## config.mk

```make
export PLATFORM = sky130hd
export DESIGN_NAME = wb_stage
export DESIGN_NICKNAME = d
export VERILOG_FILES = /design/src/rtl/cpu_pkg.sv /design/src/rtl/load_align.sv /design/src/rtl/wb_stage.sv
export SDC_FILE = /design/constraint.sdc
export NUM_CORES = 1
export LEC_CHECK = 0
export BUFFER_PORTS_ARGS = -buffer_cell sky130_fd_sc_hd__buf_2
export CAP_MARGIN = 20
export CELL_PAD_IN_SITES_DETAIL_PLACEMENT = 0
export CELL_PAD_IN_SITES_GLOBAL_PLACEMENT = 1
export CORE_UTILIZATION = 38
export CTS_CLUSTER_DIAMETER = 80
export CTS_CLUSTER_SIZE = 25
export DETAILED_ROUTE_END_ITERATION = 7
export PLACE_DENSITY_LB_ADDON = 0.12
export SLEW_MARGIN = 20
export SYNTH_ARGS = -nofsm -noshare
export SYNTH_HDL_FRONTEND = slang
export SYNTH_SLANG_ARGS = --single-unit
```

## constraint.sdc

```tcl
create_clock -name clk -period 2.69 [get_ports clk]
set_clock_uncertainty 0.1 [all_clocks]
set_input_delay 0.538 -clock clk [delete_from_list [all_inputs] [get_ports clk]]
set_output_delay 0.538 -clock clk [all_outputs]
set_load 0.05 [all_outputs]
```

## src/rtl/cpu_pkg.sv

```systemverilog
// Shared CPU constants and the MEM/WB pipeline record.
package cpu_pkg;

  localparam int XLEN = 32;

  localparam logic [1:0] WBSEL_ALU = 2'b00;
  localparam logic [1:0] WBSEL_MEM = 2'b01;
  localparam logic [1:0] WBSEL_PC4 = 2'b10;

  localparam logic [2:0] F3_LB  = 3'b000;
  localparam logic [2:0] F3_LH  = 3'b001;
  localparam logic [2:0] F3_LW  = 3'b010;
  localparam logic [2:0] F3_LBU = 3'b100;
  localparam logic [2:0] F3_LHU = 3'b101;

  typedef struct packed {
    logic            valid;
    logic [4:0]      rd;
    logic            regwrite;
    logic [1:0]      wbsel;
    logic [2:0]      funct3;
    logic [XLEN-1:0] alu;
    logic [XLEN-1:0] rdata;
    logic [XLEN-1:0] pc4;
  } memwb_t;

endpackage

```

## src/rtl/load_align.sv

```systemverilog
// Extracts the addressed byte/halfword from a word-aligned load and extends it.
module load_align
  import cpu_pkg::*;
(
  input  logic [31:0] rdata,
  input  logic [1:0]  off,
  input  logic [2:0]  funct3,
  output logic [31:0] data
);

  logic [7:0]  byte_v;
  logic [15:0] half_v;

  // NOTE: every output of a combinational block gets a default first so no path infers a latch.
  always_comb begin
    byte_v = rdata[7:0];
    case (off)
      2'd1:    byte_v = rdata[15:8];
      2'd2:    byte_v = rdata[23:16];
      2'd3:    byte_v = rdata[31:24];
      default: byte_v = rdata[7:0];
    endcase
    half_v = off[1] ? rdata[31:16] : rdata[15:0];

    data = rdata;
    case (funct3)
      F3_LB:   data = {{24{byte_v[7]}}, byte_v};
      F3_LBU:  data = {24'b0, byte_v};
      F3_LH:   data = {{16{half_v[15]}}, half_v};
      F3_LHU:  data = {16'b0, half_v};
      default: data = rdata; // LW and unused codes return the full word
    endcase
  end

endmodule

```

## src/rtl/wb_stage.sv

```systemverilog
// MEM/WB pipeline register, writeback mux and retired-instruction counter.
module wb_stage
  import cpu_pkg::*;
#(
  parameter int XLEN = cpu_pkg::XLEN // only 32 is supported
) (
  input  logic            clk,
  input  logic            reset,
  input  logic            stall,
  input  logic            flush,
  input  logic            in_valid,
  input  logic [4:0]      in_rd,
  input  logic            in_regwrite,
  input  logic [1:0]      in_wbsel,
  input  logic [2:0]      in_funct3,
  input  logic [XLEN-1:0] in_alu_result,
  input  logic [XLEN-1:0] in_mem_rdata,
  input  logic [XLEN-1:0] in_pc4,
  output logic            wb_valid,
  output logic [4:0]      wb_rd,
  output logic [XLEN-1:0] wb_data,
  output logic            wb_we,
  output logic [63:0]     instret
);

  memwb_t      memwb_q, memwb_d;
  logic [63:0] instret_q, instret_d;
  logic [31:0] load_data;

  always_comb begin
    memwb_d   = memwb_q;
    instret_d = instret_q;
    // The instruction in WB retires on any edge where it is not held.
    if (memwb_q.valid && !stall) instret_d = instret_q + 64'd1;
    if (flush) begin
      memwb_d.valid = 1'b0;
    end else if (!stall) begin
      memwb_d = '{valid:    in_valid,
                  rd:       in_rd,
                  regwrite: in_regwrite,
                  wbsel:    in_wbsel,
                  funct3:   in_funct3,
                  alu:      in_alu_result,
                  rdata:    in_mem_rdata,
                  pc4:      in_pc4};
    end
  end

  // NOTE: state registers use non-blocking assignments so every flop samples pre-edge values.
  always_ff @(posedge clk) begin
    if (reset) begin
      memwb_q   <= '0;
      instret_q <= '0;
    end else begin
      memwb_q   <= memwb_d;
      instret_q <= instret_d;
    end
  end

  load_align u_load_align (
    .rdata  (memwb_q.rdata),
    .off    (memwb_q.alu[1:0]),
    .funct3 (memwb_q.funct3),
    .data   (load_data)
  );

  always_comb begin
    case (memwb_q.wbsel)
      WBSEL_MEM: wb_data = load_data;
      WBSEL_PC4: wb_data = memwb_q.pc4;
      default:   wb_data = memwb_q.alu; // ALU and the reserved code
    endcase
  end

  assign wb_valid = memwb_q.valid;
  assign wb_rd    = memwb_q.rd;
  assign wb_we    = memwb_q.valid & memwb_q.regwrite & (memwb_q.rd != 5'd0);
  assign instret  = instret_q;

endmodule

```

==> impl_metrics.csv <==
group,metric,value,unit
global_route,track_usage,0.243,
finish,layout-drive-gt1-share,0.282,
setup_path,arrival,2.18,ns
job,cap_violations,0,
yosys,synth_edf_count,0,
setup_path,reg2reg_slack,0.31,ns
setup_path,startpoint_type,"register",
yosys,synth_xor_area_frac,0.0452,
yosys,netlist_area,7950,µm²
setup_path,worstPathMaxFanout,8,
routing,antenna_left,0,
setup_path,critical-path-slowest-cell,"o41ai_4",
finish,syn2layout_area_growth,36.6,%
floorplan,io-pin-count,215,
yosys,ys_ff_latch,172,
clocking,h-tree-depth,4,
setup_path,worstPathRequired,2.05,ns
yosys,syn_nets,1171,
power,peakVddDrop,0.400,mV
global_route,gr-max-usage-layer,"met2",
global_route,grt_max_degree,71,
power,p_per_area,545,nW/µm²
worst_hold_path,hold_path_class,"input port to register",
routing,drtPass1Iterations,5,
yosys,netlist_top_cells_count,"nand2_1, dfxtp_1, a21oi_1, nor2_1, clkbuf_1",
sta,slew_viol_final,0,
sta,period_minus_slack,2.82,ns
routing,via_per_inst,5.24,
global_route,met2_usage,0.395,
clocking,cts_setup_buffers,0,
sta,rsz0062_at_grt,"yes",
clocking,hold_buffers,0,
yosys,yosys.area.top_type,"dfxtp_1",
yosys,postSynthAreaPerCell,7.53,µm²
yosys,synth_compound_area_frac,0.160,
yosys,synth_simple_gate_area_frac,0.296,
sta,slew_headroom,0.527,
setup_path,cp_slowest_stage_delay,0.40,ns
global_route,antenna_found_initial,6,
yosys,yosys.area_share.adder,0.00472,
power,power_leakage,0.00419,µW
floorplan,start_util,0.390,
sta,max_freq,355,MHz
clocking,clk_pin_slew,0.07,ns
yosys,synth.most_common_cell,"nand2_1",
setup_path,crit_cells,7,
floorplan,core-area,20400,µm²
sta,hold_viol,0,
routing,vias,8157,
run_status,status,"complete, but fails checks",
setup_path,critical_path_class,"register to output port",
setup_path,path_buf_inv,2,
routing,drt_iter0_markers,316,
setup_path,rr_endpoint,"instret[46]$_SDFFE_PP0P_",
setup_path,end_kind,"output port",
yosys,synth.top_cell.area_share,0.433,
floorplan,die_x,147,µm
sta,setup_tns,-2.27,ns
clocking,clkLatencyLatePin,0.43,ns
floorplan,num_rows,52,
sta,worst_pin_slew,0.710,ns
global_route,use_met1,0.315,
setup_path,cp-startpoint,"memwb_q[65]$_SDFFE_PP0P_",
yosys,yosysSeqAreaShare,0.433,
setup_path,critPathCapture,"wb_data[15]",
global_route,grt_pass1_wl,41300,µm
clocking,cts_tree,"done",
sta,period_share,1.05,
run_status,violations,"setup timing",
yosys,synth_top_family_by_area,"simple AND/OR/NAND/NOR gates",
setup_path,worstReg2RegStart,"instret[0]$_SDFFE_PP0P_",
finish,nets,1387,
yosys,yosysWarningCount,0,
clocking,root_buffer,"clkbuf_16",
yosys,muxShareOfSynthArea,0.0186,
sta,fin_ws,-0.125,ns
routing,wirelength,26400,µm
setup_path,crit_family,"compound AO/OA/AOI/OAI gates",
yosys,ys_top_cells_by_area,"dfxtp_1, nand2_1, a21oi_1, o221ai_1, nor2_1",
floorplan,fp.dieArea,21500,µm²
setup_path,reg2reg_depth,6,
global_route,grt_pass1_vias,7687,
clocking,clockBufferDepth,2,
sta,setup-violations-final,25,
clocking,numCtsBuffers,17,
global_route,grt_overflow,0,
setup_path,crit_chain,"mux2_4 -> nor2_4 -> o41ai_4 -> o21ai_4 -> buf_12 -> o221ai_4 -> buf_6",
floorplan,fp.dieH,147,µm
finish,fin_util,0.533,
routing,post_drt_wl_per_cell,17.0,µm
placed_design,port_buffers,214,
routing,post-route-drc-count,0,
yosys,postSynthCellCount,1056,
yosys,synthArstFlopShare,0,
placed_design,dpl.hpwl,18900,µm
yosys,synth_cell_types,41,
yosys,ys.flop_type,"dfxtp_1",
clocking,cts_sinks,172,
global_route,use_met3,0.0553,
placed_design,gp_congestion,0.834,
finish,fillCellCount,2025,
## registers in the layout (all words and copies together) (netlist names)
register	cells
wb_rd	5
instret	64
memwb_q	102
wb_valid	1
## logic make-up after synthesis
family | count (synthesis)
compound gates | 220
xor+xnor | 41
fa+ha+maj | 3
buf+inv | 86
flops | 172
mux | 14
simple gates | 520
## power by group
part | total (µW) | switching, µW | internal, µW
Clock | 2470 | 1070 | 1400
Sequential | 2680 | 59.3 | 2620
Combinational | 766 | 486 | 279
## how the worst min path moves through the flow
stage / depth (start not counted) / slack (ns) / start / end
CTS: 3 / 0.22 / in_alu_result[6] / memwb_q[70]$_SDFFE_PP0P_
floorplan: 2 / 0.33 / memwb_q[7]$_SDFFE_PP0P_ / memwb_q[7]$_SDFFE_PP0P_
global placement: 2 / 0.34 / memwb_q[83]$_SDFFE_PP0P_ / memwb_q[83]$_SDFFE_PP0P_
finish: 3 / 0.23 / in_alu_result[6] / memwb_q[70]$_SDFFE_PP0P_
global route: 3 / 0.23 / in_alu_result[2] / memwb_q[66]$_SDFFE_PP0P_
detailed placement: 2 / 0.35 / memwb_q[16]$_SDFFE_PP0P_ / memwb_q[16]$_SDFFE_PP0P_
## routing by layer
layer	up-vias	wire length (µm)
met4	4	552
li1	4100	-
met2	207	12600
met1	3807	11700
met3	39	1500
met5	-	18
## layout make-up
class                   instances  area, µm²  share of cell area
multi-input cells             798       4630               0.427
flip-flops and latches        172       3450               0.318
repair buffers                271       1800               0.166
clock buffers                  19        443              0.0408
well taps                     270        338              0.0311
clock inverters                12        136              0.0126
inverters                      12       45.0             0.00415
diodes                          4       10.0            0.000922
## stage by stage
stage / instance area, µm² / std cells / total power [µW] / hold slack [ns] / setup WS [ns]
6_report: 10900 / 1558 / 5920 / 0.232 / -0.125
2_1_floorplan: 8230 / 1056 / 3160 / 0.332 / -0.189
5_1_grt: 10900 / 1555 / 6130 / 0.226 / -0.203
4_1_cts: 10800 / 1553 / 5940 / 0.224 / -0.139
3_3_place_gp: 9840 / 1521 / 3420 / 0.343 / 0.0951
3_5_place_dp: 9840 / 1521 / 3420 / 0.347 / 0.0827
## worst reg2reg max path, cell delays in order, from the launching register on
cell      delay [ns]
dfxtp_2         0.37
ha_1            0.21
nand3b_4        0.12
or4_1           0.57
or3_1           0.37
or4_1           0.40
a21oi_1         0.15
## layout by cell type, fill, tap and decap left out, types with 6 or more instances in the layout
master       n
dfxtp_2      7
xor2_1      27
clkbuf_16   18
nor4_1      18
mux2i_1      8
o221ai_4    15
nor2_1      65
a21oi_1    147
a31oi_2      6
nor3_1      16
dfxtp_1    165
nand4_1     35
o21ai_0     18
buf_12       6
xnor2_1     14
nand2_1    294
buf_6       29
or4_1        7
and4_1       6
o211ai_1     7
o221ai_2     9
nor2b_1     13
nand3_1     24
or3_1       16
buf_4       53
buf_2      181
and3_1       8
inv_1       12
## what timing repair did
item                       in CTS  in global routing
pin swaps                      20                 10
setup endpoints to repair      32                 32
cloned                          1                  1
gates resized for setup        80                 18
(Power assumes the default switching activity.)
